## config.mk

```make
export PLATFORM = sky130hd
export DESIGN_NAME = radio_spi_master_flat
export DESIGN_NICKNAME = d
export VERILOG_FILES = /design/src/rtl/radio_spi_master_if.sv /design/src/rtl/radio_spi_master.sv /design/src/flat_wrapper.sv
export SDC_FILE = /design/constraint.sdc
export NUM_CORES = 1
export LEC_CHECK = 0
export BUFFER_PORTS_ARGS = -buffer_cell sky130_fd_sc_hd__buf_4
export CAP_MARGIN = 20
export CORE_UTILIZATION = 30
export CTS_CLUSTER_DIAMETER = 100
export DETAILED_ROUTE_END_ITERATION = 8
export HOLD_SLACK_MARGIN = 0.05
export SLEW_MARGIN = 20
export SYNTH_ARGS = -nofsm -noshare
export SYNTH_HDL_FRONTEND = slang
export SYNTH_SLANG_ARGS = --single-unit
```

## constraint.sdc

```tcl
create_clock -name converter_clock_in -period 4.14 [get_ports converter_clock_in]
set_clock_uncertainty 0.2 [all_clocks]
set_input_delay 0.207 -clock converter_clock_in [delete_from_list [all_inputs] [get_ports converter_clock_in]]
set_output_delay 0.207 -clock converter_clock_in [all_outputs]
set_load 0.01 [all_outputs]
```

## src/rtl/radio_spi_master_if.sv

```systemverilog
// Command handshake and SPI pin bundle between the radio controller and its SPI initiator.
// The slave modport is the initiator's view; master is the command source / pin observer.
interface radio_spi_master_if;
   logic        cmd_valid;
   logic        cmd_ready;
   logic        cmd_target;
   logic [0:17] cmd_data;
   logic        busy;
   logic        done;
   logic        controller_spi_clk;
   logic        controller_spi_data;
   logic        controller_radio_cs;
   logic        controller_dac_cs;

   modport master (
      output cmd_valid,
      output cmd_target,
      output cmd_data,
      input  cmd_ready,
      input  busy,
      input  done,
      input  controller_spi_clk,
      input  controller_spi_data,
      input  controller_radio_cs,
      input  controller_dac_cs
   );

   modport slave (
      input  cmd_valid,
      input  cmd_target,
      input  cmd_data,
      output cmd_ready,
      output busy,
      output done,
      output controller_spi_clk,
      output controller_spi_data,
      output controller_radio_cs,
      output controller_dac_cs
   );
endinterface

```

## src/rtl/radio_spi_master.sv

```systemverilog
// SPI initiator that serialises one register write to the radio (18 bits) or DAC (16 bits).
// Every output pin comes straight from a flop loaded with the value for the next state.
module radio_spi_master #(
   parameter int unsigned CLK_DIV    = 4,
   parameter int unsigned RADIO_BITS = 18,
   parameter int unsigned DAC_BITS   = 16
) (
   input logic               converter_clock_in,
   input logic               reset_n,
   radio_spi_master_if.slave bus
);

   localparam logic [8:0] PhaseLoad = 9'(CLK_DIV - 1);
   // The done cycle is the last gap cycle, so the GAP state itself runs one short.
   localparam logic [8:0] GapLoad   = 9'(2 * CLK_DIV - 2);
   localparam logic [4:0] RadioLast = 5'(RADIO_BITS - 1);
   localparam logic [4:0] DacLast   = 5'(DAC_BITS - 1);

   typedef enum logic [2:0] {
      StIdle,
      StLow,
      StHigh,
      StHold,
      StGap
   } state_e;

   state_e      state_q, state_d;
   logic [8:0]  cnt_q, cnt_d;
   logic [4:0]  bit_q, bit_d;
   logic [17:0] shift_q, shift_d;
   logic        target_q, target_d;

   logic        sclk_q, sclk_d;
   logic        data_q, data_d;
   logic        radio_cs_q, radio_cs_d;
   logic        dac_cs_q, dac_cs_d;
   logic        busy_q, busy_d;
   logic        done_q, done_d;
   logic        ready_q, ready_d;

   logic        accept;
   logic        shifting;
   logic [4:0]  last_bit;

   always_comb begin
      state_d  = state_q;
      cnt_d    = cnt_q;
      bit_d    = bit_q;
      shift_d  = shift_q;
      target_d = target_q;
      done_d   = 1'b0;
      accept   = bus.cmd_valid && ready_q;
      last_bit = target_q ? DacLast : RadioLast;

      unique case (state_q)
         StIdle: begin
            if (accept) begin
               state_d  = StLow;
               cnt_d    = PhaseLoad;
               bit_d    = '0;
               target_d = bus.cmd_target;
               // DAC words are left-justified so both targets shift out of bit 17.
               shift_d  = bus.cmd_target ? {bus.cmd_data[2:17], 2'b00} : bus.cmd_data;
            end
         end
         StLow: begin
            if (cnt_q == '0) begin
               state_d = StHigh;
               cnt_d   = PhaseLoad;
            end else begin
               cnt_d = cnt_q - 9'd1;
            end
         end
         StHigh: begin
            if (cnt_q == '0) begin
               cnt_d = PhaseLoad;
               if (bit_q == last_bit) begin
                  state_d = StHold;
               end else begin
                  state_d = StLow;
                  bit_d   = bit_q + 5'd1;
                  shift_d = {shift_q[16:0], 1'b0};
               end
            end else begin
               cnt_d = cnt_q - 9'd1;
            end
         end
         StHold: begin
            if (cnt_q == '0) begin
               state_d = StGap;
               cnt_d   = GapLoad;
            end else begin
               cnt_d = cnt_q - 9'd1;
            end
         end
         StGap: begin
            if (cnt_q == '0) begin
               state_d = StIdle;
               done_d  = 1'b1;
            end else begin
               cnt_d = cnt_q - 9'd1;
            end
         end
         default: state_d = StIdle;
      endcase

      shifting   = (state_d == StLow) || (state_d == StHigh) || (state_d == StHold);
      sclk_d     = (state_d == StHigh);
      data_d     = shifting && shift_d[17];
      radio_cs_d = !(shifting && !target_d);
      dac_cs_d   = !(shifting && target_d);
      busy_d     = (state_d != StIdle);
      ready_d    = (state_d == StIdle);
   end

   always_ff @(posedge converter_clock_in) begin
      if (!reset_n) begin
         state_q    <= StIdle;
         cnt_q      <= '0;
         bit_q      <= '0;
         shift_q    <= '0;
         target_q   <= 1'b0;
         sclk_q     <= 1'b0;
         data_q     <= 1'b0;
         radio_cs_q <= 1'b1;
         dac_cs_q   <= 1'b1;
         busy_q     <= 1'b0;
         done_q     <= 1'b0;
         ready_q    <= 1'b0;
      end else begin
         state_q    <= state_d;
         cnt_q      <= cnt_d;
         bit_q      <= bit_d;
         shift_q    <= shift_d;
         target_q   <= target_d;
         sclk_q     <= sclk_d;
         data_q     <= data_d;
         radio_cs_q <= radio_cs_d;
         dac_cs_q   <= dac_cs_d;
         busy_q     <= busy_d;
         done_q     <= done_d;
         ready_q    <= ready_d;
      end
   end

   assign bus.cmd_ready           = ready_q;
   assign bus.busy                = busy_q;
   assign bus.done                = done_q;
   assign bus.controller_spi_clk  = sclk_q;
   assign bus.controller_spi_data = data_q;
   assign bus.controller_radio_cs = radio_cs_q;
   assign bus.controller_dac_cs   = dac_cs_q;

endmodule

```

## src/flat_wrapper.sv

```systemverilog
// flat-port wrapper written by rule: the top's interface ports become plain ports
module radio_spi_master_flat 
#(
   parameter int unsigned CLK_DIV    = 4,
   parameter int unsigned RADIO_BITS = 18,
   parameter int unsigned DAC_BITS   = 16
)
  (converter_clock_in, reset_n, bus_cmd_valid, bus_cmd_target, bus_cmd_data, bus_cmd_ready, bus_busy, bus_done, bus_controller_spi_clk, bus_controller_spi_data, bus_controller_radio_cs, bus_controller_dac_cs);
  radio_spi_master_if bus_i ();
  input logic converter_clock_in;
  input logic reset_n;
  input wire logic [$bits(bus_i.cmd_valid)-1:0] bus_cmd_valid;
  input wire logic [$bits(bus_i.cmd_target)-1:0] bus_cmd_target;
  input wire logic [$bits(bus_i.cmd_data)-1:0] bus_cmd_data;
  output wire logic [$bits(bus_i.cmd_ready)-1:0] bus_cmd_ready;
  output wire logic [$bits(bus_i.busy)-1:0] bus_busy;
  output wire logic [$bits(bus_i.done)-1:0] bus_done;
  output wire logic [$bits(bus_i.controller_spi_clk)-1:0] bus_controller_spi_clk;
  output wire logic [$bits(bus_i.controller_spi_data)-1:0] bus_controller_spi_data;
  output wire logic [$bits(bus_i.controller_radio_cs)-1:0] bus_controller_radio_cs;
  output wire logic [$bits(bus_i.controller_dac_cs)-1:0] bus_controller_dac_cs;
  assign bus_i.cmd_valid = bus_cmd_valid;
  assign bus_i.cmd_target = bus_cmd_target;
  assign bus_i.cmd_data = bus_cmd_data;
  assign bus_cmd_ready = bus_i.cmd_ready;
  assign bus_busy = bus_i.busy;
  assign bus_done = bus_i.done;
  assign bus_controller_spi_clk = bus_i.controller_spi_clk;
  assign bus_controller_spi_data = bus_i.controller_spi_data;
  assign bus_controller_radio_cs = bus_i.controller_radio_cs;
  assign bus_controller_dac_cs = bus_i.controller_dac_cs;
  radio_spi_master #(.CLK_DIV(CLK_DIV), .RADIO_BITS(RADIO_BITS), .DAC_BITS(DAC_BITS)) u_core (.converter_clock_in(converter_clock_in), .reset_n(reset_n), .bus(bus_i));
endmodule
```

==> out/qor.csv, run 1 <==
metric;value;unit
CP cell instances;nand4bb_1 > nand2b_1 > nor2_1 > o31a_1;
Combinational Power Share;0.447;
post-route cell area;2840;um2
Hold Path Cell Cnt;4;
critical path's top delay family;simple AND/OR/NAND/NOR gates;
DP Area;2690;um2
WS Path Type;flip-flop to flip-flop;
Leak;1.12;nW
reg2reg end;u_core.shift_q[7]$_SDFFE_PN0P_;
Sw Share;0.411;
CTS Buffer Depth;2;
Synth cell types;58;
clock network power share;0.200;
Hold Buf Count CTS;2;
Tot GR Track Use;0.146;
die height;92.5;um
Buf/Inv on CP;0;
vias;2209;
max incr delay on CP;0.80;ns
worst setup margin;1.39;ns
Post-route DRC;0;
CTS tree;yes;
Area growth syn-to-layout;15.4;%
Worst VDD drop;172;uV
Syn Nets;319;
period utilisation layout;0.665;
Cell Pwr Density;604;nW/um2
Fmax achieved;363;MHz
# nets final;332;
Pint;0.00101;W
register area share after synthesis;0.350;
Setup Viol. Count Final;0;
Yosys top cell area share;0.350;
Root Buffer;clkbuf_8;
Yosys top cell by area;dfxtp_1;
H-tree levels;2;
die area;8550;um2
post-cts resize count;0;
Worst Hold Path EP;u_core.shift_q[11]$_SDFFE_PN0P_;
Sink Count;43;
max_slew headroom;0.388;
vias in the first global route;2041;
DP HPWL;3960;um
Post-synth ARST share;0;
grt ovf;0;
Diodes inserted;0;
CP required;4.13;ns
Slowest-stage cell, CP;nand2b_1;
initial antenna violation count;0;
Core ar.;7810;um2
FF-to-FF Start;u_core.state_q[1]$_SDFF_PN0_;
switching pwr;0.000704;W
clk slew on worst S/H paths;0.08;ns
placement row count;32;
Core Util, Final;0.363;
port bufs;28;
crit path DAT;2.74;ns
Sequential Power Share;0.353;
CP Launch Type;flip-flop;
largest net degree at the start of global routing;35;
hold path startpoint;bus_cmd_data[11];
DRT antenna net count;0;
number of DRC markers in iteration 0;110;
Die W;92.5;um
number of CTS-inserted buffers;5;
number of max-cap violations;0;
count of final max-slew check failures;0;
share of layout cells above drive strength 1;0.168;
clock latency at the later pin of the worst-skew pair;0.29;ns
Hold WC Path Type;input port to flip-flop;
setup TNS;0;ns
GP Congestion;0.808;
Post-synth top flop;dfxtp_1;
crit path time final;2.75;ns
pre-CTS WS;1.42;ns
Hold Vio Cnt, Final;0;
Post-CTS Setup Inserts;0;
top cells by count, synth;dfxtp_1, a21oi_1, nor2_1;
Cells after Synth;295;
starting density of the core;0.315;
crit path max fanout;22;
IO Count;29;
Synth area leaders;dfxtp_1, mux2i_1, a21oi_1;
post-synthesis register bit count;43;
CP endpoint kind;flip-flop;
Worst Reg-to-Reg Cells;4;
wire per inst;14.4;um
first-pass GRT wire length;10100;um
slew at the pin with the worst max-slew slack;0.917;ns
r2r setup slk;1.39;ns
count leader, synth;dfxtp_1;
WL final;5910;um
status;completed;
vias per cell;5.37;
Post-synth EDFFs;0;
Post-Syn Area;2460;um2
Yosys warning count;0;
RSZ-0062 raised after global routing;no;
Avg Cell Area, Syn;8.33;um2
drt pass-1 iters;4;
## stage by stage
| stage | instances | power, W | hold slack, ns |
|---|---|---|---|
| after global routing | 411 | 0.00185 | 0.0904 |
| final | 411 | 0.00171 | 0.0880 |
| after floorplan | 295 | 0.00119 | 0.169 |
| after global placement | 401 | 0.00136 | 0.278 |
| after CTS | 411 | 0.00172 | 0.0850 |
| after detailed placement | 401 | 0.00137 | 0.282 |
## final cells by class
| class | instances | area [um2] |
|---|---|---|
| Timing Repair Buffer | 30 | 230 |
| Clock buffer | 6 | 82.6 |
| Clock inverter | 2 | 35.0 |
| Multi-Input combinational cell | 221 | 1470 |
| Fill cell | 807 | 4970 |
| Tap cell | 102 | 128 |
| Sequential cell | 43 | 861 |
| Inverter | 7 | 26.3 |
## power groups by stage
stage / logic, W / registers, W / clock network, W
after floorplan: 0.000606 / 0.000586 / 0
after global placement: 0.000748 / 0.000609 / 0
after detailed placement: 0.000757 / 0.000612 / 0
after CTS: 0.000763 / 0.000603 / 0.000352
after global routing: 0.000854 / 0.000622 / 0.000370
final: 0.000765 / 0.000605 / 0.000343
## flip-flops by register name, summed over array words and instances (netlist names)
name / count
u_core.bus.controller_spi_clk: 1
u_core.bit_q: 5
u_core.bus.controller_dac_cs: 1
u_core.bus.busy: 1
u_core.bus.cmd_ready: 1
u_core.bus.controller_radio_cs: 1
u_core.target_q: 1
u_core.bus.done: 1
u_core.state_q: 3
u_core.shift_q: 18
u_core.cnt_q: 9
u_core.bus.controller_spi_data: 1
## layout by cell type (no fill, tap or decap), types with 2 or more instances in the layout
cell type | netlist | final
o31ai_1 | 3 | 3
o2111ai_1 | 2 | 2
a31oi_1 | 6 | 6
or4_1 | 3 | 3
or2_2 | 2 | 2
clkbuf_8 | 0 | 6
nand2_1 | 16 | 16
nand3_1 | 12 | 12
nor3_1 | 3 | 3
o21ai_0 | 19 | 19
nor4_1 | 2 | 2
o211ai_1 | 5 | 5
and3_1 | 16 | 16
ha_1 | 2 | 2
dfxtp_1 | 43 | 43
nand3b_1 | 3 | 3
mux2i_1 | 17 | 17
o31a_1 | 15 | 15
a21oi_1 | 30 | 30
dlygate4sd3_1 | 0 | 2
inv_1 | 7 | 7
nor3b_1 | 4 | 4
nor2_1 | 24 | 24
nand2b_1 | 4 | 4
buf_4 | 1 | 28
a211oi_1 | 3 | 3
## how the worst max path moves through the flow
stage | slack, ns | start | end | depth (start not counted)
3_3_place_gp | 1.50 | u_core.state_q[1]$_SDFF_PN0_ | u_core.shift_q[9]$_SDFFE_PN0P_ | 4
5_1_grt | 1.13 | u_core.state_q[1]$_SDFF_PN0_ | u_core.shift_q[16]$_SDFFE_PN0P_ | 4
6_report | 1.39 | u_core.state_q[1]$_SDFF_PN0_ | u_core.shift_q[7]$_SDFFE_PN0P_ | 4
4_1_cts | 1.40 | u_core.state_q[1]$_SDFF_PN0_ | u_core.shift_q[5]$_SDFFE_PN0P_ | 4
3_5_place_dp | 1.42 | u_core.state_q[1]$_SDFF_PN0_ | u_core.shift_q[7]$_SDFFE_PN0P_ | 4
2_1_floorplan | 2.09 | u_core.cnt_q[0]$_SDFFE_PN0P_ | u_core.shift_q[13]$_SDFFE_PN0P_ | 8
## worst reg2reg max path: stages, from the launching register on
cell and delay [ns]:
dfxtp_1 0.55, nand4bb_1 0.63, nand2b_1 0.80, nor2_1 0.14
o31a_1 0.32
## logic make-up (layout without fill, tap and decap cells)
kind of cell / count (synthesis) / count (layout) / synth area share
AOI/OAI and AO/OA: 98 / 98 / 0.268
adders and majority gates: 2 / 2 / 0.0102
buffers and inverters: 31 / 45 / 0.0571
and+or+nand+nor: 104 / 104 / 0.245
muxes: 17 / 17 / 0.0693
DFF: 43 / 43 / 0.350
## layer usage
layer	up-vias	track usage	wire [um]
met5	-	0	0
met1	1015	0.205	2880
met2	60	0.224	2660
li1	1128	-	-
met3	6	0.0320	323
met4	0	0.0404	44
(Power assumes the default switching activity.)
==> run 2, diff against run 1 <==
Settings changed: ABC_AREA set to 1.
Clock period 4.14 ns to 2.7 ns, I/O delays scaled along.
==> run 2 against run 1 <==
  * Critical path type unchanged
  * Maximum frequency grew 7.8%
  * Register-to-register slack lost 1.2 ns
  * Cell area grew 2.0%
  * Routed wire length shrank 2.9%
  * Via count grew 9.1%
  * Sequential power grew 65%
  * Highest routed layer unchanged
  * Worst setup slack lost 1.2 ns
  * Critical path depth grew 8
  * Largest cell class unchanged
==> out/qor.csv, run 2 <==
metric;value;unit
post-synthesis register bit count;43;
Yosys top cell by area;dfxtp_1;
Post-Syn Area;2470;um2
DRT antenna net count;0;
Post-synth top flop;dfxtp_1;
wire per inst;11.1;um
Yosys top cell area share;0.348;
Post-synth EDFFs;0;
setup TNS;0;ns
clock latency at the later pin of the worst-skew pair;0.31;ns
Diodes inserted;0;
post-route cell area;2890;um2
WL final;5730;um
Largest register FFs;18;
drt pass-1 iters;4;
Synth area leaders;dfxtp_1, nand2_1, nor2_1;
Fmax achieved;392;MHz
Tot GR Track Use;0.140;
max_slew headroom;0.608;
Sink Count;43;
die area;8610;um2
Post-route DRC;0;
grt ovf;0;
most common cell after layout, fill and taps aside;nand2_1;
count leader, synth;nand2_1;
vias per cell;4.68;
slew at the pin with the worst max-slew slack;0.588;ns
largest net degree at the start of global routing;28;
fill cell count;893;
Setup Viol. Count Final;0;
count of final max-slew check failures;0;
Die W;92.8;um
# nets final;436;
Cell Pwr Density;1190;nW/um2
clk slew on worst S/H paths;0.10;ns
die height;92.8;um
Cells after Synth;385;
Area growth syn-to-layout;17.0;%
period utilisation layout;0.946;
Hold WC Path Type;input port to flip-flop;
Top reg by flops;u_core.shift_q;
crit path max fanout;22;
vias;2411;
CTS Buffer Depth;2;
WS Path Type;flip-flop to flip-flop;
first-pass GRT wire length;9630;um
Post-synth ARST share;0;
CP endpoint kind;flip-flop;
minimum hold slack;0.0555;ns
placement row count;32;
DP HPWL;4110;um
Post-CTS Setup Inserts;0;
crit path DAT;2.57;ns
number of DRC markers in iteration 0;85;
IO Count;29;
crit path time final;2.55;ns
Leak;1.28;nW
Syn Nets;409;
Root Buffer;clkbuf_8;
CP Launch Type;flip-flop;
number of CTS-inserted buffers;5;
DP Area;2730;um2
Core ar.;7850;um2
port bufs;28;
initial antenna violation count;0;
Worst VDD drop;302;uV
starting density of the core;0.315;
Synth cell types;30;
GP Congestion;0.851;
status;completed;
share of layout cells above drive strength 1;0.143;
top cells by count, synth;nand2_1, nor2_1, dfxtp_1;
top flop regs;u_core.shift_q x18, u_core.cnt_q x9, u_core.bit_q x5;
register area share after synthesis;0.348;
RSZ-0062 raised after global routing;no;
Avg Cell Area, Syn;6.42;um2
most frequent cells in the layout;nand2_1, nor2_1, dfxtp_1, o21ai_0, inv_1;
Hold Vio Cnt, Final;0;
vias in the first global route;2179;
Yosys warning count;0;
CP required;2.71;ns
number of max-cap violations;0;
Core Util, Final;0.368;
H-tree levels;2;
CTS tree;yes;
run 2: worst max-delay path, cell delays in order (launching register included):
cell,delay (ns)
dfxtp_1,0.33
inv_1,0.08
ha_1,0.21
nand2_2,0.12
nor2_4,0.17
nand2_4,0.12
nor2_4,0.15
nand2_4,0.11
nand2_8,0.16
inv_4,0.11
nor2_1,0.12
nor2_1,0.04
dlygate4sd3_1,0.54
run 2: path summary, 6_finish.rpt:
path / startpoint / depth (start not counted) / end / slack, ns
hold reg to reg: u_core.cnt_q[4]$_SDFFE_PN0P_ / 2 / u_core.cnt_q[4]$_SDFFE_PN0P_ / 0.28
setup reg to reg: u_core.cnt_q[0]$_SDFFE_PN0P_ / 12 / u_core.shift_q[1]$_SDFFE_PN0P_ / 0.15
setup / recovery: u_core.cnt_q[0]$_SDFFE_PN0P_ / 12 / u_core.shift_q[1]$_SDFFE_PN0P_ / 0.15
hold / removal: bus_cmd_data[5] / 5 / u_core.shift_q[5]$_SDFFE_PN0P_ / 0.06
run 2: area by class of cell:
| type | instances | area [um2] | area share |
|---|---|---|---|
| clock inverter | 3 | 25.0 | 0.00865 |
| tap | 102 | 128 | 0.0441 |
| multi-input combinational | 285 | 1370 | 0.474 |
| clock buffer | 5 | 68.8 | 0.0238 |
| sequential | 43 | 861 | 0.298 |
| timing repair buffer | 35 | 278 | 0.0961 |
| inverter | 42 | 160 | 0.0554 |
run 2: metrics by stage:
| stage | setup WS, ns | cells | total power, W |
|---|---|---|---|
| after floorplan | 0.907 | 385 | 0.00261 |
| after global placement | 0.680 | 501 | 0.00294 |
| after detailed placement | 0.609 | 501 | 0.00296 |
| after CTS | 0.0560 | 515 | 0.00343 |
| after global routing | 0.0106 | 515 | 0.00376 |
| final | 0.146 | 515 | 0.00343 |
run 2: cell families after synthesis:
kind of cell             count (synthesis)  synth area share
AND/OR/NAND/NOR                        204             0.364
adder cells (fa/ha/maj)                  2            0.0101
AO/OA/AOI/OAI                           74             0.159
XOR/XNOR                                 5            0.0177
flip-flops                              43             0.348
buffers and inverters                   57             0.101
run 2: power by group:
group / switching, W / internal (W) / total (W)
combinational: 0.00133 / 0.000659 / 0.00199
sequential: 0.000136 / 0.000869 / 0.00100
clock: 0.000243 / 0.000185 / 0.000428
run 2: timing repair:
action	CTS	global route
hold buffers	6	0
gates resized for setup	0	1
hold endpoints to repair	29	0
setup endpoints to repair	0	1
run 2: per-layer routing:
layer	global-route usage	vias up	wire length (um)
met5	0	-	0
met4	0.0487	0	61
met3	0.0369	7	280
met2	0.222	56	2500
met1	0.181	1071	2890
li1	-	1277	-
